### config.mk
export PLATFORM = sky130hd
export DESIGN_NAME = parking_input_conditioner
export DESIGN_NICKNAME = d
export VERILOG_FILES = /design/src/rtl/parking_input_conditioner.sv
export SDC_FILE = /design/constraint.sdc
export NUM_CORES = 1
export LEC_CHECK = 0
export ABC_CLOCK_PERIOD_IN_PS = 3800
export BUFFER_PORTS_ARGS = -buffer_cell sky130_fd_sc_hd__buf_2
export CORE_ASPECT_RATIO = 1.5
export CORE_MARGIN = 2
export CORE_UTILIZATION = 45
export DETAILED_ROUTE_END_ITERATION = 10
export GPL_ROUTABILITY_DRIVEN = 0
export GPL_TIMING_DRIVEN = 0
export PLACE_DENSITY = 0.68
export SYNTH_ARGS = -nofsm -noshare
export SYNTH_HDL_FRONTEND = slang
export SYNTH_SLANG_ARGS = --single-unit
### constraint.sdc
create_clock -name clk -period 3.8 [get_ports clk]
set_clock_uncertainty 0.15 [all_clocks]
set_input_delay 0.38 -clock clk [delete_from_list [all_inputs] [get_ports clk]]
set_output_delay 0.38 -clock clk [all_outputs]
set_load 0.005 [all_outputs]
### src/rtl/parking_input_conditioner.sv
// Sensor synchronize/debounce and two-digit password assembly feeding parking_system.
// Optional build macro KEYPAD_TIMEOUT_EN enables the digit-2 timeout and entry_error pulse.
module parking_input_conditioner #(
    parameter int DEBOUNCE_CYCLES = 4,
    parameter int TIMEOUT_CYCLES  = 64
) (
    input  logic       clk,
    input  logic       reset,
    input  logic       raw_entrance,
    input  logic       raw_exit,
    input  logic       key_valid,
    input  logic [1:0] key_digit,
    input  logic       key_clear,
    input  logic       pw_consume,
    output logic       sensor_entrance,
    output logic       sensor_exit,
    output logic [1:0] password_1,
    output logic [1:0] password_2,
    output logic       pw_ready,
    output logic       entry_error
);

    // state   | meaning
    // S_IDLE  | waiting for digit 1
    // S_WAIT2 | digit 1 held, waiting for digit 2
    // S_READY | both digits presented until pw_consume
    typedef enum logic [1:0] {
        S_IDLE  = 2'd0,
        S_WAIT2 = 2'd1,
        S_READY = 2'd2
    } state_t;

    localparam int             DW    = $clog2(DEBOUNCE_CYCLES + 1);
    localparam logic [DW-1:0]  DLAST = DW'(DEBOUNCE_CYCLES - 1);

    logic [1:0]    w_raw;
    logic [1:0]    r_sync1;
    logic [1:0]    r_sync2;
    logic [1:0]    r_db_out;
    logic [DW-1:0] r_db_cnt [2];

    assign w_raw           = {raw_exit, raw_entrance};
    assign sensor_entrance = r_db_out[0];
    assign sensor_exit     = r_db_out[1];

    // Each channel only moves after DEBOUNCE_CYCLES consecutive disagreeing samples.
    always_ff @(posedge clk) begin
        if (reset) begin
            r_sync1  <= 2'b00;
            r_sync2  <= 2'b00;
            r_db_out <= 2'b00;
            for (int ch = 0; ch < 2; ch++) r_db_cnt[ch] <= '0;
        end else begin
            r_sync1 <= w_raw;
            r_sync2 <= r_sync1;
            for (int ch = 0; ch < 2; ch++) begin
                if (r_sync2[ch] == r_db_out[ch]) begin
                    r_db_cnt[ch] <= '0;
                end else if (r_db_cnt[ch] == DLAST) begin
                    r_db_out[ch] <= ~r_db_out[ch];
                    r_db_cnt[ch] <= '0;
                end else begin
                    r_db_cnt[ch] <= r_db_cnt[ch] + DW'(1);
                end
            end
        end
    end

    state_t     r_state;
    state_t     w_state_nxt;
    logic [1:0] r_d1;
    logic [1:0] r_d2;
    logic [1:0] w_d1_nxt;
    logic [1:0] w_d2_nxt;
    logic       r_pw_ready;
    logic [1:0] r_pw1;
    logic [1:0] r_pw2;
    logic       w_rdy_nxt;
    logic [1:0] w_pw1_nxt;
    logic [1:0] w_pw2_nxt;

`ifdef KEYPAD_TIMEOUT_EN
    localparam int            TW    = $clog2(TIMEOUT_CYCLES) + 1;
    localparam logic [TW-1:0] TLAST = TW'(TIMEOUT_CYCLES - 1);

    logic [TW-1:0] r_timer;
    logic [TW-1:0] w_timer_nxt;
    logic          w_expire;
    logic          r_entry_error;
    logic          w_err_nxt;
`endif

    always_ff @(posedge clk) begin
        if (reset) begin
            r_state    <= S_IDLE;
            r_d1       <= 2'b00;
            r_d2       <= 2'b00;
            r_pw_ready <= 1'b0;
            r_pw1      <= 2'b00;
            r_pw2      <= 2'b00;
`ifdef KEYPAD_TIMEOUT_EN
            r_timer       <= '0;
            r_entry_error <= 1'b0;
`endif
        end else begin
            r_state    <= w_state_nxt;
            r_d1       <= w_d1_nxt;
            r_d2       <= w_d2_nxt;
            r_pw_ready <= w_rdy_nxt;
            r_pw1      <= w_pw1_nxt;
            r_pw2      <= w_pw2_nxt;
`ifdef KEYPAD_TIMEOUT_EN
            r_timer       <= w_timer_nxt;
            r_entry_error <= w_err_nxt;
`endif
        end
    end

    always_comb begin
        w_state_nxt = r_state;
        w_d1_nxt    = r_d1;
        w_d2_nxt    = r_d2;
`ifdef KEYPAD_TIMEOUT_EN
        w_timer_nxt = r_timer;
        w_expire    = 1'b0;
`endif
        if (key_clear) begin
            w_state_nxt = S_IDLE;
            w_d1_nxt    = 2'b00;
            w_d2_nxt    = 2'b00;
`ifdef KEYPAD_TIMEOUT_EN
            w_timer_nxt = '0;
`endif
        end else begin
            case (r_state)
                S_IDLE: begin
                    if (key_valid) begin
                        w_d1_nxt    = key_digit;
                        w_state_nxt = S_WAIT2;
`ifdef KEYPAD_TIMEOUT_EN
                        w_timer_nxt = '0;
`endif
                    end
                end
                S_WAIT2: begin
                    if (key_valid) begin
                        w_d2_nxt    = key_digit;
                        w_state_nxt = S_READY;
                    end
`ifdef KEYPAD_TIMEOUT_EN
                    // Timer holds at its last value on expiry rather than wrapping.
                    else if (r_timer == TLAST) begin
                        w_expire    = 1'b1;
                        w_d1_nxt    = 2'b00;
                        w_state_nxt = S_IDLE;
                    end else begin
                        w_timer_nxt = r_timer + TW'(1);
                    end
`endif
                end
                S_READY: begin
                    if (pw_consume) begin
                        w_d1_nxt    = 2'b00;
                        w_d2_nxt    = 2'b00;
                        w_state_nxt = S_IDLE;
                    end
                end
                default: begin
                    w_state_nxt = S_IDLE;
                    w_d1_nxt    = 2'b00;
                    w_d2_nxt    = 2'b00;
                end
            endcase
        end
    end

    always_comb begin
        w_rdy_nxt = (w_state_nxt == S_READY);
        w_pw1_nxt = w_rdy_nxt ? w_d1_nxt : 2'b00;
        w_pw2_nxt = w_rdy_nxt ? w_d2_nxt : 2'b00;
`ifdef KEYPAD_TIMEOUT_EN
        w_err_nxt = w_expire;
`endif
    end

    assign pw_ready   = r_pw_ready;
    assign password_1 = r_pw1;
    assign password_2 = r_pw2;

`ifdef KEYPAD_TIMEOUT_EN
    assign entry_error = r_entry_error;
`else
    assign entry_error = 1'b0;
`endif

endmodule
Word-level counts from Yosys, hierarchy flattened
Memory sizes are Yosys's and may differ from the RTL's.
Index checks and enable logic that the tools add are counted.
W data, S select, Z words.
{"block": "word_totals", "memories": 1, "wordCells": 78, "inputBits": 9, "ram_bits": 6, "regBits": 17}
{"block": "classes", "eq_ne": 7, "n_reduce_logical": 4, "n_bitwise": 11, "mux": 43, "n_addsub": 2}
{"memory": "r_db_cnt", "words": 2, "width": 3, "read_ports": 2, "rd_ports_with_merged_regs": 0, "write_ports": 2, "line_no": "40", "source": "logic [DW-1:0] r_db_cnt [2];"}
{"op": "$mux W1", "count": 24}
{"op": "$mux W2", "count": 10}
{"op": "$mux W3", "count": 6}
{"op": "$pmux W2 S3", "count": 3}
{"op": "$add A3 B1 Y3 const B", "count": 2}
{"op": "$eq A3 B2 Y1 const B", "count": 2}
{"op": "$or A1 B1 Y1", "count": 6}
{"op": "$not A1 Y1", "count": 5}
{"op": "$eq A2 B2 Y1 const B", "count": 2}
{"op": "$reduce_and A2 Y1", "count": 2}
{"op": "$eq A1 B1 Y1", "count": 2}
{"op": "$eq A2 B1 Y1 const B", "count": 1}
{"op": "$logic_not A2 Y1", "count": 1}
{"op": "$reduce_or A2 Y1", "count": 1}

Longest topological paths before layout
Gate-level depths: netlist of the first run.
An unclocked memory read counts as a cell.
{"block": "logic_depth", "depth_word": 8, "depth_mapped": 4, "depth_no_buf": 4}

Worst setup path after synthesis of the first run
OpenSTA, ideal clock, no wires.
{"block": "synth_timing", "kind": "flip-flop to flip-flop", "from": "memory r_db_cnt[0][0] (netlist name)", "to": "memory r_db_cnt[0][0] (netlist name) (data pin)", "path_stages_with_launch": 5, "t_required_ns": 3.511, "n_path_buf": 0, "period_less_slack_ns": 1.496, "setup_slack_ns": 2.304, "arrival_time_ns": 1.207, "path_cell_list": "edfxtp_1 -> ha_1 -> ha_1 -> or3_4 -> nor2_1"}
{"item": "start: declaration", "line_no": "40"}

==> impl_metrics.tcl, run 1 <==
set metrics [dict create \
    rsz0062_at_grt "false" \
    hpwl_microns 1130 \
    power.leakage_nw 0.505 \
    placed_cell_area_sq_um 1100 \
    grt_pass1_vias 644 \
    yosysUniqueCellTypes 27 \
    cp.required_ns 3.82 \
    drcViolationCount 0 \
    nFillCells 191 \
    cts_root_buffer "clkbuf_4" \
    synthTopCellsByArea "dfxtp_1, edfxtp_1, nor2_1" \
    grt_max_degree 13 \
    cap_viol_max_count 0 \
    io_buffers 13 \
    rr_endpoint "r_db_cnt[1][2]" \
    ys_seq_elements 23 \
    core.rowCount 20 \
    cp-start-kind "register" \
    vias 652 \
    wl_per_cell_microns 11.0 \
    clk_latency_ns 0.31 \
    fmax_mhz 625 \
    die_w_microns 42.3 \
    yosys.area.top_type_share_pct 34.4 \
    fin_area_sq_um 1130 \
    yosysTopAreaCell "dfxtp_1" \
    hold_depth 2 \
    fin_crit_sh_pct 42.1 \
    worstHoldEndpoint "r_state[0]" \
    antennaDiodeCount 0 \
    routed_wl_microns 1460 \
    routed_via_density 4.90 \
    period_needed_ns 1.60 \
    ir_drop_uv 200 \
    cts_sinks 23 \
    min_from "key_clear" \
    status "completed" \
    critical_path_class "register to register" \
    cts_resized 0 \
    r2r_slack_ns 2.20 \
    arrival_ns 1.62 \
    synth_warnings 0 \
    critical_path.endpoint_type "register" \
    setup_viol 0 \
    cts_setup_buffers 0 \
    ys_seq_area_share_pct 52.6 \
    fin_tns_setup_ns 0 \
    ctsHtreeMaxLevel 1 \
    holdBufCountCts 0 \
    timing.rr.start "r_db_cnt[1][0]" \
    grt_antenna_before_repair 0 \
    maxSlewViolCount 0 \
    fin_cells 133 \
    hp-class "input port to register" \
    grt-ovfl-total 0 \
    dpl_worst_slack_ns 2.20 \
    power_density_nw_per_um2 356 \
    drt_iter0_drc 16 \
    cts-buffers-inserted 3 \
    die_y_microns 61.4 \
    r2r_cells 4 \
    avgSynthCellArea_sq_um 11.1 \
    syn_inst 89 \
    path_max_fanout 3 \
    start_util_pct 48.2 \
    grt_util_all_layers_pct 13.5 \
    setup_slack_ns 2.20 \
    final_nets 125 \
    dp_cells 129 \
    p_total_uw 402 \
    cts_buffer_depth 2 \
    grt_pass1_wl_microns 2620 \
    drive_gt1_share_pct 26.1 \
    path_clk_slew_ns 0.12 \
    io_pins 17 \
    die-area_sq_um 2600 \
    synth.cell_area_sq_um 990 \
    syn2layout_area_growth_pct 13.9 \
    hold_violations 0 \
    final_antenna_net_count 0 \
    fp.coreArea_sq_um 2050 \
    cts_tree "done" \
    firstDrtPassIters 2 \
]
==> layer usage <==
layer,up-vias,global-route usage [%],part of all wire [%]
met2,13,24.4,50
met5,-,0,0
met1,295,14.5,43
met3,5,2.05,3.6
li1,339,-,-
met4,0,9.38,2.9
==> cell usage after synthesis (all sizes together) <==
master,n
dfxtp,17
nor2,14
edfxtp,6
inv,6
a21oi,5
buf,5
ha,4
nor2b,4
nor3b,3
xnor2,3
a211oi,2
a31oi,2
and4b,2
and4bb,2
conb,2
mux2i,2
nand2,2
nand3b,2
or3,2
and3b,1
nand2b,1
nor4,1
o21ai,1
==> per-stage QoR <==
step / utilization (%) / hold slack (ns)
after global placement: 53.7 / 0.268
after CTS: 54.9 / 0.0960
final: 54.9 / 0.0907
after floorplan: - / 0.264
after global routing: 54.9 / 0.0843
after detailed placement: 53.7 / 0.280
==> state kept, by name, summed over array words and instances, names as in the netlist <==
signal	flops
password_1	2
password_2	2
pw_ready	1
r_d1	2
r_d2	2
r_db_cnt	6
r_db_out	2
r_state	2
r_sync1	2
r_sync2	2
==> where the power goes <==
| group | switching [mW] | total, mW | internal, mW | leakage, nW |
|---|---|---|---|---|
| Clock | 0.0680 | 0.109 | 0.0410 | 0.0150 |
| Combinational | 0.0166 | 0.0318 | 0.0152 | 0.289 |
| Sequential | 0.00300 | 0.261 | 0.258 | 0.200 |
| Total | 0.0876 | 0.402 | 0.314 | 0.505 |
==> layout by cell type (no fill, tap or decap), drive strengths merged <==
cell,count
a21oi,5
clkbuf,4
edfxtp,6
nand2,2
nor3b,3
nor2b,4
and4b,2
xnor2,3
buf,18
nand3b,2
inv,6
ha,4
nand2b,1
and3b,1
nor2,14
conb,7
or3,2
a31oi,2
o21ai,1
mux2i,2
a211oi,2
dfxtp,17
and4bb,2
nor4,1
==> layout make-up <==
cell class / instances / area, sq um / share of cell area [%]
Buffer: 5 / 46.3 / 4.11
Clock buffer: 4 / 26.3 / 2.33
Inverter: 6 / 22.5 / 2.00
Multi-Input combinational cell: 60 / 419 / 37.2
Sequential cell: 23 / 520 / 46.2
Tap cell: 22 / 27.5 / 2.44
Timing Repair Buffer: 13 / 65.1 / 5.77
==> logic make-up after synthesis <==
family          share of synthesized area, %
flops                                   52.6
simple gates                            22.4
mux                                     2.02
other cells                            0.759
fa+ha+maj                               5.06
compound gates                          7.59
buf+inv                                 6.95
xor+xnor                                2.66
==> worst max-delay path, cell delays in order (launching register included) <==
cell	delay, ns
edfxtp_1	0.41
ha_1	0.22
ha_1	0.20
or3_4	0.38
nor2_1	0.10
==> worst max path at each step <==
stage / endpoint / start
finish: r_db_cnt[1][2] / r_db_cnt[1][0]
floorplan: r_db_cnt[0][0] / r_db_cnt[0][0]
CTS: r_db_cnt[1][2] / r_db_cnt[1][0]
global route: r_db_cnt[0][2] / r_db_cnt[0][0]
detailed placement: r_db_cnt[1][2] / r_db_cnt[1][0]
global placement: r_db_cnt[1][0] / r_db_cnt[1][0]
(Power assumes the default switching activity.)
==> inputs of run 2 (changes only) <==
ABC_CLOCK_PERIOD_IN_PS = 1470   (was 3800)
PLACE_DENSITY = 0.71   (was 0.68)
clock period = 1.47 ns   (was 3.8 ns; I/O delays follow)
==> run 2 against run 1 <==
Compared with the run above: the run now ends with setup timing left; core utilization grew 5.4 points; register-to-register slack worse by 2.3 ns; first-iteration DRC count decreased by 25%; via count grew 4.8%; non-clock buffer count rose by 8; design area grew 9.8%; global-route usage shrank 0.28 points; critical endpoint is now r_db_cnt[0][0]; highest routed layer unchanged.
==> impl_metrics.tcl, run 2 (synthesis results as in run 1) <==
set metrics [dict create \
    die-area_sq_um 2600 \
    setup_slack_ns -0.0930 \
    hpwl_microns 1100 \
    io_buffers 13 \
    final_nets 133 \
    setup_viol 6 \
    path_clk_slew_ns 0.13 \
    drive_gt1_share_pct 34.5 \
    hold_violations 0 \
    start_util_pct 48.2 \
    cp_slowest_cell "edfxtp_1" \
    maxSlewViolCount 0 \
    grt_util_all_layers_pct 13.2 \
    grt-ovfl-total 0 \
    p_comb_share_pct 9.9 \
    core.rowCount 20 \
    rsz0062_at_grt "true" \
    grt_max_degree 13 \
    final_common_cell "dfxtp_1" \
    crit_chain "ha_2 -> ha_4 -> or3_4 -> nor2_2" \
    ir_drop_uv 577 \
    grt_pass1_wl_microns 2550 \
    max_stage_delay_ns 0.42 \
    status "finished, violations left" \
    die_w_microns 42.3 \
    syn2layout_area_growth_pct 25.0 \
    critical_path.endpoint_type "register" \
    arrival_ns 1.60 \
    seqCellArea_sq_um 520 \
    fin_cells 141 \
    cp.required_ns 1.51 \
    critical_path_buf_inv_count 0 \
    cts-buffers-inserted 3 \
    cts_tree "done" \
    power_density_nw_per_um2 863 \
    cp-start-kind "register" \
    fmax_mhz 640 \
    drt_iter0_drc 12 \
    fp.coreArea_sq_um 2050 \
    dpl_worst_slack_ns -0.0593 \
    firstDrtPassIters 4 \
    die_y_microns 61.4 \
    multi_input_area_sq_um 459 \
    nFillCells 187 \
    dp_cells 129 \
    grt_pass1_vias 669 \
    regMostFlops "r_db_cnt" \
    pwr-share-clk_pct 26.8 \
    power.leakage_nw 0.536 \
    final_cell_mix "dfxtp_1, buf_2, nor2_1, conb_1" \
    hp-class "input port to register" \
    antennaDiodeCount 0 \
    cts_sinks 23 \
    fin_crit_sh_pct 106 \
    cts_buffer_depth 2 \
    cts_root_buffer "clkbuf_4" \
    drcViolationCount 0 \
    cap_viol_max_count 0 \
    critPathTopFamily "simple AND/OR/NAND/NOR gates" \
    io_pins 17 \
    clk_latency_ns 0.31 \
    grt_antenna_before_repair 0 \
    swShare_pct 22.4 \
    fin_util_pct 60.3 \
    p_seq_share_pct 63.2 \
    largest_reg_flops 6 \
    switchingPower_uw 239 \
    critical_path_class "register to register" \
    wl_per_cell_microns 10.7 \
    vias 683 \
    r2r_slack_ns -0.09 \
    period_needed_ns 1.56 \
    violations "setup timing" \
    routed_via_density 4.84 \
    final_antenna_net_count 0 \
    routed_wl_microns 1510 \
    p_int_uw 828 \
    p_total_mw 1.07 \
    ctsHtreeMaxLevel 1 \
    path_max_fanout 3 \
]
-- run 2: cell count changes in the layout (fill, tap and decap cells not counted), moves of 4 or more --
cell           change
buf_4              +4
nor2_2             +4
dlygate4sd3_1      +4
ha_1               -4
nor2_1             -4
-- run 2: power by group through the flow --
stage               combinational [mW]  sequential [mW]  clock [mW]
floorplan                       0.0622            0.687           0
global placement                0.0806            0.688           0
detailed placement              0.0843            0.689           0
CTS                              0.102            0.675       0.290
global route                     0.119            0.677       0.314
finish                           0.106            0.675       0.287
-- run 2: routing by layer --
metal	track usage, %	vias up	routed length [microns]
li1	-	353	-
met3	2.05	5	51
met5	0	-	0
met1	14.0	312	652
met2	24.0	13	762
met4	9.38	0	41
-- run 2: area by class of cell --
type	instances	area share (%)
multi-input combinational	60	37.1
sequential	23	42.1
buffer	5	3.74
clock buffer	4	2.12
inverter	6	1.82
timing repair buffer	21	10.9
tap	22	2.22
-- run 2: worst paths after layout --
kind / end / depth (start not counted) / startpoint
min reg2reg: r_sync2[0] / 1 / r_sync1[0]
max: r_db_cnt[0][0] / 4 / r_db_cnt[0][0]
max reg2reg: r_db_cnt[0][0] / 4 / r_db_cnt[0][0]
min: password_1[0] / 3 / key_digit[0]
-- run 2: timing repair --
item	CTS	global route
cloned	0	0
hold endpoints to repair	7	0
endpoints found under the setup margin	6	6
hold buffers	4	0
resized for setup	3	3
pin swaps	4	1
setup buffers	3	1
-- run 2: worst register-to-register path: stages, from the launching register on --
cell      delay (ns)
edfxtp_1        0.42
ha_2            0.22
ha_4            0.16
or3_4           0.39
nor2_2          0.11
-- run 2: through the flow --
stage	area, sq um	setup TNS [ns]	hold WS, ns
floorplan	1020	0	0.0738
global placement	1110	-0.0950	0.177
detailed placement	1110	-0.308	0.182
CTS	1220	-0.349	0.0238
global route	1240	-0.745	0.0412
finish	1240	-0.377	0.0449
==> inputs of run 3 (changes only) <==
ABC_AREA = 1   (was not set)
CTS_BUF_LIST = sky130_fd_sc_hd__clkbuf_8 sky130_fd_sc_hd__clkbuf_16   (was not set)
SLEW_MARGIN = 15   (was not set)
==> run 3 against run 2 <==
Compared with the run above: first-iteration DRC count increased by 17%; largest power group unchanged; clock power rose by 32%; the run now ends clean; sequential share of layout area increased by 2.1 points; highest routed layer unchanged.
==> impl_metrics.tcl, run 3 <==
set metrics [dict create \
    avgSynthCellArea_sq_um 8.06 \
    yosysMostFrequentCell "nand2_1" \
    hold_violations 0 \
    yosysTopAreaCell "dfxtp_1" \
    final_common_cell "nand2_1" \
    grt-ovfl-total 0 \
    cts-buffers-inserted 3 \
    drcViolationCount 0 \
    p_seq_share_pct 59.0 \
    core.rowCount 20 \
    grt_pass1_vias 699 \
    power_density_nw_per_um2 978 \
    ys_seq_elements 23 \
    cts_root_buffer "clkbuf_8" \
    fin_tns_setup_ns 0 \
    path_clk_slew_ns 0.08 \
    routed_wl_microns 1450 \
    grt_util_all_layers_pct 13.8 \
    fp.coreArea_sq_um 2000 \
    synth_top_cells_by_count "nand2_1, nor2_1, dfxtp_1" \
    wl_per_cell_microns 8.71 \
    firstDrtPassIters 4 \
    syn_inst 118 \
    dpl_worst_slack_ns -0.0359 \
    arrival_ns 1.38 \
    cap_viol_max_count 0 \
    synthTopCellsByArea "dfxtp_1, edfxtp_1, nand2_1" \
    cts_sinks 23 \
    io_buffers 14 \
    critical_path_buf_inv_count 0 \
    die_y_microns 60.3 \
    fin_crit_sh_pct 96.1 \
    hpwl_microns 1140 \
    io_pins 17 \
    antennaDiodeCount 0 \
    final_nets 159 \
    synth-edff-count 6 \
    ctsHtreeMaxLevel 1 \
    period_needed_ns 1.41 \
    critical_path.endpoint_type "register" \
    p_int_uw 901 \
    grt_max_degree 15 \
    die_w_microns 41.5 \
    regMostFlops "r_db_cnt" \
    setup_slack_ns 0.0569 \
    critical_path_class "register to register" \
    ys.flop_type "dfxtp_1" \
    pwr-share-clk_pct 32.9 \
    synth_warnings 0 \
    drive_gt1_share_pct 23.4 \
    ir_drop_uv 915 \
    yosys.area.top_type_share_pct 35.8 \
    status "completed" \
    die-area_sq_um 2500 \
    synthArstFlopShare_pct 0 \
    critPathTopFamily "flip-flops" \
    synth.cell_area_sq_um 951 \
    grt_antenna_before_repair 0 \
    rsz0062_at_grt "true" \
    max_stage_delay_ns 0.40 \
    cts_buffer_depth 2 \
    vias 744 \
    final_cell_mix "nand2_1, nor2_1, dfxtp_1, inv_1, buf_2" \
    cp-start-kind "register" \
    switchingPower_uw 252 \
    setup_viol 0 \
    power.leakage_nw 0.579 \
    clk_latency_ns 0.26 \
    syn2layout_area_growth_pct 23.9 \
    crit_chain "ha_2 -> ha_4 -> a21oi_2 -> o211ai_1 -> nor2_1" \
    routed_via_density 4.46 \
    yosysUniqueCellTypes 17 \
    hp-class "input port to register" \
    cp_slowest_cell "edfxtp_1" \
    maxSlewViolCount 0 \
    cts_tree "done" \
    start_util_pct 47.5 \
    largest_reg_flops 6 \
    grt_pass1_wl_microns 2610 \
    fmax_mhz 708 \
    fin_util_pct 58.9 \
    path_max_fanout 3 \
    cp.required_ns 1.44 \
    p_comb_share_pct 8.1 \
    swShare_pct 21.8 \
    final_antenna_net_count 0 \
    ys_seq_area_share_pct 54.7 \
    drt_iter0_drc 14 \
]
## run 3: cell count changes after synthesis, moves of 3 or more
cell / change
nand2_1: +27
inv_1: +10
o21ai_0: +3
xnor2_1: -3
inv_2: +3
nor2b_1: -4
buf_6: -3
nor2_1: +10
## run 3: kinds of logic (layout without fill, tap and decap cells)
logic type | Yosys count | in the layout | share of synthesized area, %
buf+inv | 21 | 43 | 8.82
simple gates | 57 | 57 | 23.7
flops | 23 | 23 | 54.7
compound gates | 11 | 11 | 6.71
fa+ha+maj | 4 | 4 | 5.26
other cells | 2 | 7 | 0.790
## run 3: through the flow
step                area [sq um]  power [mW]  hold slack, ns  instances
CTS                         1160        1.17          0.0358        167
global placement            1070       0.774           0.199        159
finish                      1180        1.15          0.0280        167
detailed placement          1070       0.777           0.215        159
global route                1180        1.22          0.0514        167
floorplan                    970       0.749           0.104        123
## run 3: final timing paths
| check | to | start | depth (start not counted) | slack (ns) |
|---|---|---|---|---|
| setup / recovery | r_db_cnt[0][2] | r_db_cnt[0][0] | 5 | 0.06 |
| hold reg to reg | r_sync2[0] | r_sync1[0] | 2 | 0.26 |
| hold / removal | r_sync1[1] | reset | 2 | 0.03 |
| setup reg to reg | r_db_cnt[0][2] | r_db_cnt[0][0] | 5 | 0.06 |
## run 3: metal layers
layer	vias up	share of wire, %	global-route usage [%]
met5	-	0	0
met4	0	2.8	9.68
met3	5	3.4	2.11
met2	16	51	26.3
met1	317	43	13.6
li1	406	-	-
## run 3: final cells by class
type	count	area, sq um
buffer	2	12.5
clock buffer	3	41.3
clock inverter	1	7.51
inverter	19	71.3
fill	204	823
sequential	23	520
tap	22	27.5
timing repair buffer	18	105
multi-input combinational	79	393
## run 3: power groups by stage
stage | combinational [mW] | sequential, mW | clock [mW]
global placement | 0.0806 | 0.693 | 0
detailed placement | 0.0829 | 0.694 | 0
finish | 0.0936 | 0.680 | 0.379
floorplan | 0.0573 | 0.692 | 0
CTS | 0.0919 | 0.679 | 0.398
global route | 0.112 | 0.682 | 0.426
## run 3: timing repair
| action | CTS | global route |
|---|---|---|
| gates cloned | 0 | 0 |
| hold endpoints to repair | 2 | 0 |
| setup endpoints to repair | 6 | 6 |
| pin swaps | 3 | 4 |
| resized for setup | 3 | 4 |
| hold buffers | 2 | 0 |
| setup buffers | 2 | 0 |
